`src/rtl/keypad_matrix_scan_if.sv`:
```
// Pin-side bundle of the keypad scanner: matrix rows/columns plus the decoded key outputs.
// The master side is the scanner; the slave side is the board/watch core.
interface keypad_matrix_scan_if;
  logic [3:0] key_row;
  logic [2:0] key_col;
  logic [9:0] keypad;
  logic [3:0] key_code;
  logic       key_held;
  logic       key_valid;
  logic       key_release;

  modport master (
    input  key_row,
    output key_col, keypad, key_code, key_held, key_valid, key_release
  );

  modport slave (
    output key_row,
    input  key_col, keypad, key_code, key_held, key_valid, key_release
  );
endinterface

```
`src/rtl/keypad_matrix_scan.sv`:
```
// 4x3 keypad scanner: column-at-a-time scan, per-frame single-key decode,
// frame-based press/release debounce and held-key outputs.
module keypad_matrix_scan #(
  parameter int SCAN_DIV        = 4,
  parameter int DEBOUNCE_FRAMES = 2
) (
  input  logic                  clk,
  input  logic                  rst,
  keypad_matrix_scan_if.master  kp
);

  localparam int SLOT_W = (SCAN_DIV > 1) ? $clog2(SCAN_DIV) : 1;
  localparam int CNT_W  = $clog2(DEBOUNCE_FRAMES + 1);
  localparam logic [SLOT_W-1:0] SLOT_LAST = SLOT_W'(SCAN_DIV - 1);
  localparam logic [CNT_W-1:0]  CNT_DONE  = CNT_W'(DEBOUNCE_FRAMES);

  typedef enum logic [1:0] {IDLE, PRESS_DB, PRESSED} state_t;

  state_t              state_q, state_d;
  logic [SLOT_W-1:0]   slot_q, slot_d;
  logic [1:0]          col_idx_q, col_idx_d;
  logic [3:0]          row_s1_q, row_s2_q;
  logic [1:0]          acc_n_q, acc_n_d;
  logic [3:0]          acc_id_q, acc_id_d;
  logic [3:0]          cand_q, cand_d;
  logic [CNT_W-1:0]    cnt_q, cnt_d;
  logic [9:0]          keypad_q, keypad_d;
  logic [3:0]          key_code_q, key_code_d;
  logic                key_held_q, key_held_d;
  logic                key_valid_q, key_valid_d;
  logic                key_release_q, key_release_d;

  logic [3:0]          col_hits;
  logic [2:0]          col_n, frame_tot;
  logic [1:0]          frame_n;
  logic [3:0]          col_id, frame_id;
  logic [CNT_W-1:0]    cnt_inc;
  logic                slot_end, frame_end, code_ok;

  function automatic logic [3:0] key_id(input logic [1:0] r, input logic [1:0] c);
    if (r != 2'd3) return {2'b00, r} * 4'd3 + {2'b00, c} + 4'd1;
    case (c)
      2'd0:    return 4'd10;
      2'd1:    return 4'd0;
      default: return 4'd11;
    endcase
  endfunction

  function automatic logic [9:0] digit_onehot(input logic [3:0] code);
    return (code < 4'd10) ? (10'd1 << code) : 10'd0;
  endfunction

  always_comb begin
    state_d       = state_q;
    slot_d        = slot_q + SLOT_W'(1);
    col_idx_d     = col_idx_q;
    acc_n_d       = acc_n_q;
    acc_id_d      = acc_id_q;
    cand_d        = cand_q;
    cnt_d         = cnt_q;
    keypad_d      = keypad_q;
    key_code_d    = key_code_q;
    key_held_d    = key_held_q;
    key_valid_d   = 1'b0;
    key_release_d = 1'b0;

    slot_end = (slot_q == SLOT_LAST);
    if (slot_end) begin
      slot_d    = '0;
      col_idx_d = (col_idx_q == 2'd2) ? 2'd0 : col_idx_q + 2'd1;
    end

    // Accumulate closed keys across the three column samples of a frame
    col_hits = ~row_s2_q;
    col_n    = 3'($countones(col_hits));
    col_id   = '0;
    for (int r = 3; r >= 0; r--) begin
      if (col_hits[r]) col_id = key_id(2'(r), col_idx_q);
    end
    frame_tot = ((col_idx_q == 2'd0) ? 3'd0 : {1'b0, acc_n_q}) + col_n;
    frame_n   = (frame_tot >= 3'd2) ? 2'd2 : frame_tot[1:0];
    frame_id  = (col_n != 3'd0) ? col_id : acc_id_q;
    if (slot_end) begin
      acc_n_d  = frame_n;
      acc_id_d = frame_id;
    end

    frame_end = slot_end && (col_idx_q == 2'd2);
    code_ok   = (frame_n == 2'd1);
    cnt_inc   = cnt_q + CNT_W'(1);

    if (frame_end) begin
      case (state_q)
        IDLE: begin
          if (code_ok) begin
            cand_d  = frame_id;
            cnt_d   = CNT_W'(1);
            state_d = PRESS_DB;
          end
        end
        PRESS_DB: begin
          if (!code_ok) begin
            cnt_d   = '0;
            state_d = IDLE;
          end else if (frame_id == cand_q) begin
            if (cnt_inc == CNT_DONE) begin
              cnt_d       = '0;
              state_d     = PRESSED;
              keypad_d    = digit_onehot(cand_q);
              key_code_d  = cand_q;
              key_held_d  = 1'b1;
              key_valid_d = 1'b1;
            end else begin
              cnt_d = cnt_inc;
            end
          end else begin
            cand_d = frame_id;
            cnt_d  = CNT_W'(1);
          end
        end
        PRESSED: begin
          // Anything but the held key (including another key) counts toward release
          if (code_ok && (frame_id == cand_q)) begin
            cnt_d = '0;
          end else if (cnt_inc == CNT_DONE) begin
            cnt_d         = '0;
            state_d       = IDLE;
            keypad_d      = '0;
            key_held_d    = 1'b0;
            key_release_d = 1'b1;
          end else begin
            cnt_d = cnt_inc;
          end
        end
        default: state_d = IDLE;
      endcase
    end
  end

  always_ff @(posedge clk) begin
    if (!rst) begin
      state_q       <= IDLE;
      slot_q        <= '0;
      col_idx_q     <= 2'd0;
      row_s1_q      <= 4'b1111;
      row_s2_q      <= 4'b1111;
      acc_n_q       <= 2'd0;
      acc_id_q      <= 4'd0;
      cand_q        <= 4'd0;
      cnt_q         <= '0;
      keypad_q      <= '0;
      key_code_q    <= 4'd0;
      key_held_q    <= 1'b0;
      key_valid_q   <= 1'b0;
      key_release_q <= 1'b0;
    end else begin
      state_q       <= state_d;
      slot_q        <= slot_d;
      col_idx_q     <= col_idx_d;
      row_s1_q      <= kp.key_row;
      row_s2_q      <= row_s1_q;
      acc_n_q       <= acc_n_d;
      acc_id_q      <= acc_id_d;
      cand_q        <= cand_d;
      cnt_q         <= cnt_d;
      keypad_q      <= keypad_d;
      key_code_q    <= key_code_d;
      key_held_q    <= key_held_d;
      key_valid_q   <= key_valid_d;
      key_release_q <= key_release_d;
    end
  end

  assign kp.key_col     = ~(3'b001 << col_idx_q);
  assign kp.keypad      = keypad_q;
  assign kp.key_code    = key_code_q;
  assign kp.key_held    = key_held_q;
  assign kp.key_valid   = key_valid_q;
  assign kp.key_release = key_release_q;

endmodule

```
`src/flat_wrapper.sv`:
```
// flat-port wrapper written by rule: the top's interface ports become plain ports
module keypad_matrix_scan_flat 
#(
  parameter int SCAN_DIV        = 4,
  parameter int DEBOUNCE_FRAMES = 2
)
  (clk, rst, kp_key_row, kp_key_col, kp_keypad, kp_key_code, kp_key_held, kp_key_valid, kp_key_release);
  keypad_matrix_scan_if kp_i ();
  input  logic clk;
  input  logic rst;
  input wire logic [$bits(kp_i.key_row)-1:0] kp_key_row;
  output wire logic [$bits(kp_i.key_col)-1:0] kp_key_col;
  output wire logic [$bits(kp_i.keypad)-1:0] kp_keypad;
  output wire logic [$bits(kp_i.key_code)-1:0] kp_key_code;
  output wire logic [$bits(kp_i.key_held)-1:0] kp_key_held;
  output wire logic [$bits(kp_i.key_valid)-1:0] kp_key_valid;
  output wire logic [$bits(kp_i.key_release)-1:0] kp_key_release;
  assign kp_i.key_row = kp_key_row;
  assign kp_key_col = kp_i.key_col;
  assign kp_keypad = kp_i.keypad;
  assign kp_key_code = kp_i.key_code;
  assign kp_key_held = kp_i.key_held;
  assign kp_key_valid = kp_i.key_valid;
  assign kp_key_release = kp_i.key_release;
  keypad_matrix_scan #(.SCAN_DIV(SCAN_DIV), .DEBOUNCE_FRAMES(DEBOUNCE_FRAMES)) u_core (.clk(clk), .rst(rst), .kp(kp_i));
endmodule
```
`config.mk`:
```
export PLATFORM = sky130hd
export DESIGN_NAME = keypad_matrix_scan_flat
export DESIGN_NICKNAME = d
export VERILOG_FILES = /design/src/rtl/keypad_matrix_scan_if.sv /design/src/rtl/keypad_matrix_scan.sv /design/src/flat_wrapper.sv
export SDC_FILE = /design/constraint.sdc
export NUM_CORES = 1
export LEC_CHECK = 0
export ABC_AREA = 0
export BUFFER_PORTS_ARGS = -buffer_cell sky130_fd_sc_hd__buf_4
export CORE_MARGIN = 4
export CORE_UTILIZATION = 47
export CTS_BUF_LIST = sky130_fd_sc_hd__clkbuf_16
export DETAILED_ROUTE_END_ITERATION = 6
export PLACE_DENSITY = 0.69
export SLEW_MARGIN = 15
export SYNTH_ARGS = -nofsm -noshare
export SYNTH_HDL_FRONTEND = slang
export SYNTH_SLANG_ARGS = --single-unit
```
`constraint.sdc`:
```
create_clock -name clk -period 3.7 [get_ports clk]
set_input_delay 0.74 -clock clk [delete_from_list [all_inputs] [get_ports clk]]
set_output_delay 0.74 -clock clk [all_outputs]
set_load 0.02 [all_outputs]
```
==> Yosys cells after proc, flatten, opt, wreduce, memory -nomap -nowiden <==
Cells that the tools add are included.
{ "word_totals": {"output_inout_bits": 20, "reg_bits": 43} }
{ "classes": {"n_reduce_logical": 16, "shifts": 2, "n_eq_ne": 17, "mux": 45, "magnitude_cmp": 2, "add_sub_neg": 12, "bitwise_logic": 5} }
{ "op_table": {"columns": ["operator", "n"], "rows": [
  ["$mux 10", 6],
  ["$mux 4", 11],
  ["$mux 2", 13],
  ["$pmux 10 s2", 1],
  ["$pmux 4 s2", 2],
  ["$reduce_and 5->1", 3],
  ["$pmux 2 s3", 2],
  ["$ne 2x1->1 const B", 5],
  ["$shl 1x4->10 const A", 1],
  ["$mux 1", 9],
  ["$add 4x1->4 const B", 2],
  ["$eq 2x2->1 const B", 4],
  ["$reduce_and 7->1", 1],
  ["$add 2x1->2 const B", 3],
  ["$add 3x3->3", 2],
  ["$eq 2x1->1 const B", 3],
  ["$ne 3x3->1 const B", 2],
  ["$reduce_and 6->1", 1],
  ["$reduce_bool 3->1", 2],
  ["$add 1x1->2", 2],
  ["$add 3x2->4 const A", 1],
  ["$eq 4x4->1", 1],
  ["$logic_not 2->1", 2],
  ["$lt 4x4->1 const B", 1],
  ["14 further kinds", 19]
]} }

==> Logic depth before layout (Yosys ltp) <==
{ "depth": {"word_depth": 11, "mapped_depth": 15} }

==> Least setup slack after synthesis <==
Ideal clock, no wire load.
{ "synth_timing": {"path_kind": "reg2reg", "start": "register u_core.row_s2_q[0]", "end": "register u_core.keypad_q[6] (netlist: u_core.kp.keypad[6])", "setup_time_ps": 72, "required_time_ps": 3628, "stages_incl_launch_ff": 15, "setup_slack_ps": 205, "n_path_buf": 3, "arrival_time_ps": 3423, "path_cell_list": "dfxtp_1 > buf_2 > inv_1 > ha_1 > ha_1 > fa_1 > or3_1 > clkbuf_1 > mux2i_1 > o22ai_1 > a21o_1 > nor3_1 > mux2i_1 > buf_4 > mux2i_1"} }
{ "synth_via": {"elab_chain_cells": 10, "word_cells_on_any_way": 16, "classes_between": "add/sub (3); order compare (1); eq/ne (5); mux (3); bitwise (1); reduce/logical (3)"} }
{ "synth_lines": {"columns": ["item", "line", "source"], "rows": [
  ["from (decl)", "keypad_matrix_scan.sv:22", "logic [3:0] row_s1_q, row_s2_q;"],
  ["from (signal assigned)", "keypad_matrix_scan.sv:161", "row_s2_q <= row_s1_q;"],
  ["$not 4->4 (*)", "keypad_matrix_scan.sv:74", "col_hits = ~row_s2_q;"],
  ["$add 1x1->2 (implied by the code)", "keypad_matrix_scan.sv:75", "col_n = 3'($countones(col_hits));"],
  ["$add 3x3->3 (implied by the code)", "keypad_matrix_scan.sv:75", null],
  ["$add 3x3->3", "keypad_matrix_scan.sv:80", "frame_tot = ((col_idx_q == 2'd0) ? 3'd0 : {1'b0, acc_n_q}) + col_n;"],
  ["$ge 3x2->1", "keypad_matrix_scan.sv:81", "frame_n = (frame_tot >= 3'd2) ? 2'd2 : frame_tot[1:0];"],
  ["$mux 2", "keypad_matrix_scan.sv:81", null],
  ["$eq 2x1->1", "keypad_matrix_scan.sv:89", "code_ok = (frame_n == 2'd1);"],
  ["$logic_and 1x1->1", "keypad_matrix_scan.sv:123", "if (code_ok && (frame_id == cand_q)) begin"],
  ["$ne 2x2->1 (no source line)", null, null],
  ["$reduce_and 7->1 (no source line) (*)", null, null],
  ["to (signal assigned)", "keypad_matrix_scan.sv:166", "keypad_q <= keypad_d;"],
  ["to (decl)", "keypad_matrix_scan.sv:27", "logic [9:0] keypad_q, keypad_d;"]
]} }
Mark *: on every way between the ends. The rest lies on a longest branch, timed or not.
A chain may end at the register's enable or synchronous reset.

==> Worst setup path after layout <==
{ "layout_timing": {"start": "register u_core.row_s2_q[0]", "end": "register u_core.key_code_q[3] (netlist: u_core.kp.key_code[3])"} }
{ "layout_via": {"elab_chain_cells": 8, "word_cells_on_any_way": 12, "classes_between": "add/sub (3); order compare (1); eq/ne (2); mux (3); bitwise (1); reduce/logical (2)"} }
{ "layout_lines": {"columns": ["item", "line", "source"], "rows": [
  ["$not 4->4 (*)", "keypad_matrix_scan.sv:74", null],
  ["$add 1x1->2 (implied by the code)", "keypad_matrix_scan.sv:75", null],
  ["$add 3x3->3 (implied by the code)", "keypad_matrix_scan.sv:75", null],
  ["$add 3x3->3", "keypad_matrix_scan.sv:80", null],
  ["$ge 3x2->1", "keypad_matrix_scan.sv:81", null],
  ["$mux 2", "keypad_matrix_scan.sv:81", null],
  ["$eq 2x1->1", "keypad_matrix_scan.sv:89", null],
  ["$reduce_and 5->1 (no source line) (*)", null, null],
  ["to (signal assigned)", "keypad_matrix_scan.sv:167", "key_code_q <= key_code_d;"],
  ["to (decl)", "keypad_matrix_scan.sv:28", "logic [3:0] key_code_q, key_code_d;"]
]} }
Marks and branches as above.

==> metrics.txt <==
status=completed; XOR/XNOR Fraction of Synth Area=1.46%; Port Buffers=25; gr ovfl total=0; Synth Instances=277; Avg Cell Area, Syn=8.66 sq um; FP Rows=25; flop2flop setup slack=0.26 ns; Setup crit end=u_core.kp.key_code[3]; drt initial violations=119; leading cell types in the layout, fill and taps excluded=43 x dfxtp_1, 32 x buf_4, 31 x nand2_1, 25 x nor2_1, 17 x mux2i_1; Sw Share=24.5%; n_diodes=0; Critical Path Sink Type=flip-flop; crit path launch=u_core.row_s2_q[0]; Tmin final=3.44 ns; Final GP Congestion=0.897; share of post-route cells with drive strength above 1=18.2%; Pwr Total=1.12 mW; area delta synth->final=17.4%; Yosys cell types=52; total track usage=18.6%; Logic pwr share=12.8%; Post-Place Cells=357; Critical Path RT=3.85 ns; EDFF count, synth=0; CTS tree=done; Post-synth ARST share=0%; Ys Warns=0; Die Ht=79.4 um; die area=6310 sq um; Post-Synth Adder-Cell Area=9.49%; Die Span X=79.4 um; final hold violation count=0; CTS root buffer=clkbuf_16; Initial Utilization=49.8%; clk_lat worst skew=0.29 ns; Post-CTS Setup Bufs=0; Routed WL=5320 um; Flop pwr share=42.8%; io pins=26; PwrDens=397 nW/um^2; Leak=1.09 nW; Relative slew margins=53.5%; wire per inst=14.6 um; Worst R2R Path Depth=13; vias in the first global route=1976; Final setup viols=0; slew at the pin with the worst max-slew slack=0.697 ns; Sink Count=43; Main synth FF type=dfxtp_1; fin crit share=93.1%; synthesized cell area=2400 sq um; Post-layout nets=320; Bufs on Longest Clock Path=2; P_int=0.844 mW; first-pass GRT wire length=9360 um; Clock power frac=44.3%; largest family of logic cells by synthesized area=simple AND/OR/NAND/NOR gates; Seq cells post-synth=43; max-slew violations=0; Syn Nets=300; total CTS buffers=5; register area share after synthesis=35.9%; maxcap violations=0; NetSw=0.274 mW; proportion of synthesized area in mux cells=7.56%; core area=4820 sq um; post-route insts no fill=364; antenna violations before repair=0; Post-Route Skew=0.00394 ns; Worst Path Arrival=3.59 ns; Synth Area in Compound Gates=16.6%; highest clock rate=290 MHz; largest net degree at the start of global routing=28; post-route ant nets=0; Hold Crit Class=reg -> reg; htree depth=2; CP startpoint kind=flip-flop; most common cell after layout, fill and taps aside=dfxtp_1; drt drc=0; clock slew at reported path FFs=0.06 ns; worst reg2reg path startpoint=u_core.row_s2_q[0]; DR pass1 iterations=4; Simple-Gate Fraction of Synth Area=22.7%; CP max FO=7; Crit Path Class=reg -> reg; HPWL Detailed=3730 um; DR vias/cell=5.46; Worst IR Drop VDD=0.000203 V; Reg-to-Reg End=u_core.kp.key_code[3]; vias=1986
layer usage:
| metal | share of wire, % | wire length (um) | up-vias | track usage (%) |
|---|---|---|---|---|
| li1 | - | - | 1007 | - |
| met1 | 48 | 2570 | 917 | 25.3 |
| met2 | 45 | 2400 | 50 | 28.3 |
| met3 | 4.3 | 231 | 12 | 4.29 |
| met4 | 2.0 | 108 | 0 | 7.56 |
| met5 | 0 | 0 | - | 0 |
flip-flops by register name, summed over array words and instances (netlist names), 4 cells and up:
signal,cells
u_core.kp.keypad,10
u_core.acc_id_q,4
u_core.cand_q,4
u_core.kp.key_code,4
u_core.row_s1_q,4
u_core.row_s2_q,4
cells in the mapped netlist, types with 2 or more instances:
library cell | number | area (sq um)
dfxtp_1 | 43 | 861
nand2_1 | 31 | 116
nor2_1 | 25 | 93.8
mux2i_1 | 17 | 170
ha_1 | 15 | 188
inv_1 | 15 | 56.3
clkbuf_1 | 11 | 41.3
nand2b_1 | 11 | 68.8
a21oi_1 | 10 | 50.1
nor3_1 | 10 | 50.1
o21ai_0 | 9 | 45.0
nand3_1 | 6 | 30.0
o22ai_1 | 6 | 37.5
a211oi_1 | 4 | 30.0
and3_1 | 4 | 25.0
buf_2 | 4 | 20.0
nand4_1 | 4 | 25.0
nor2b_1 | 4 | 25.0
nor3b_1 | 4 | 30.0
a31oi_1 | 3 | 18.8
nand3b_1 | 3 | 22.5
a311oi_1 | 2 | 17.5
a31o_2 | 2 | 17.5
buf_6 | 2 | 22.5
fa_1 | 2 | 40.0
o311a_1 | 2 | 20.0
xnor2_1 | 2 | 17.5
xor2_1 | 2 | 17.5
worst min-delay path by stage:
stage	start	to	slack, ns	cells past startpoint
3_3_place_gp	u_core.row_s1_q[1]	u_core.row_s2_q[1]	0.40	1
6_report	u_core.row_s1_q[3]	u_core.row_s2_q[3]	0.41	1
3_5_place_dp	u_core.row_s1_q[3]	u_core.row_s2_q[3]	0.40	1
2_1_floorplan	u_core.row_s1_q[0]	u_core.row_s2_q[0]	0.39	1
4_1_cts	u_core.row_s1_q[3]	u_core.row_s2_q[3]	0.41	1
5_1_grt	u_core.row_s1_q[3]	u_core.row_s2_q[3]	0.42	1
kinds of logic after synthesis:
logic type	after synthesis
multiplexers	18
flip-flops	43
AND/OR/NAND/NOR	108
buffers and inverters	34
AO/OA/AOI/OAI	53
adder cells (fa/ha/maj)	17
XOR/XNOR	4
power by group through the flow:
stage                     Clock, mW  Combinational (mW)  Sequential [mW]
after floorplan                   0               0.104            0.489
after global placement            0               0.137            0.489
after detailed placement          0               0.137            0.489
after CTS                     0.501               0.139            0.479
after global routing          0.525               0.162            0.480
final                         0.495               0.143            0.479
metrics by stage:
stage	instance area, sq um	hold slack, ns	util (%)	TNS, ns	setup WS, ns
floorplan	2400	0.386	-	0	0.205
global placement	2630	0.395	54.5	0	0.178
detailed placement	2630	0.397	54.5	0	0.109
CTS	2790	0.412	57.9	0	0.0690
global route	2820	0.417	58.5	-0.00756	-0.00502
finish	2820	0.407	58.5	0	0.255
critical path, stage by stage (launching register included):
cell and delay [ns]:
dfxtp_1 0.33, inv_1 0.08, ha_1 0.32, ha_1 0.22
fa_1 0.56, inv_1 0.08, fa_1 0.43, xor2_1 0.23
and3_2 0.27, nand2_1 0.10, nor3_2 0.16, and3_4 0.28
mux2i_1 0.21, nor2_1 0.06
cell type report:
cell class              count  area [sq um]
clock buffers               5           125
clock inverters             2          37.5
fillers                   431          2000
inverters                  15          56.3
multi-input cells         200          1410
flip-flops and latches     43           861
well taps                  67          83.8
repair buffers             32           240
repair_timing:
action | CTS | global route
gates resized for setup | 0 | 7
hold buffers | 0 | 0
setup endpoints to repair | 0 | 15
No activity file was read; power rests on OpenSTA's default activity.
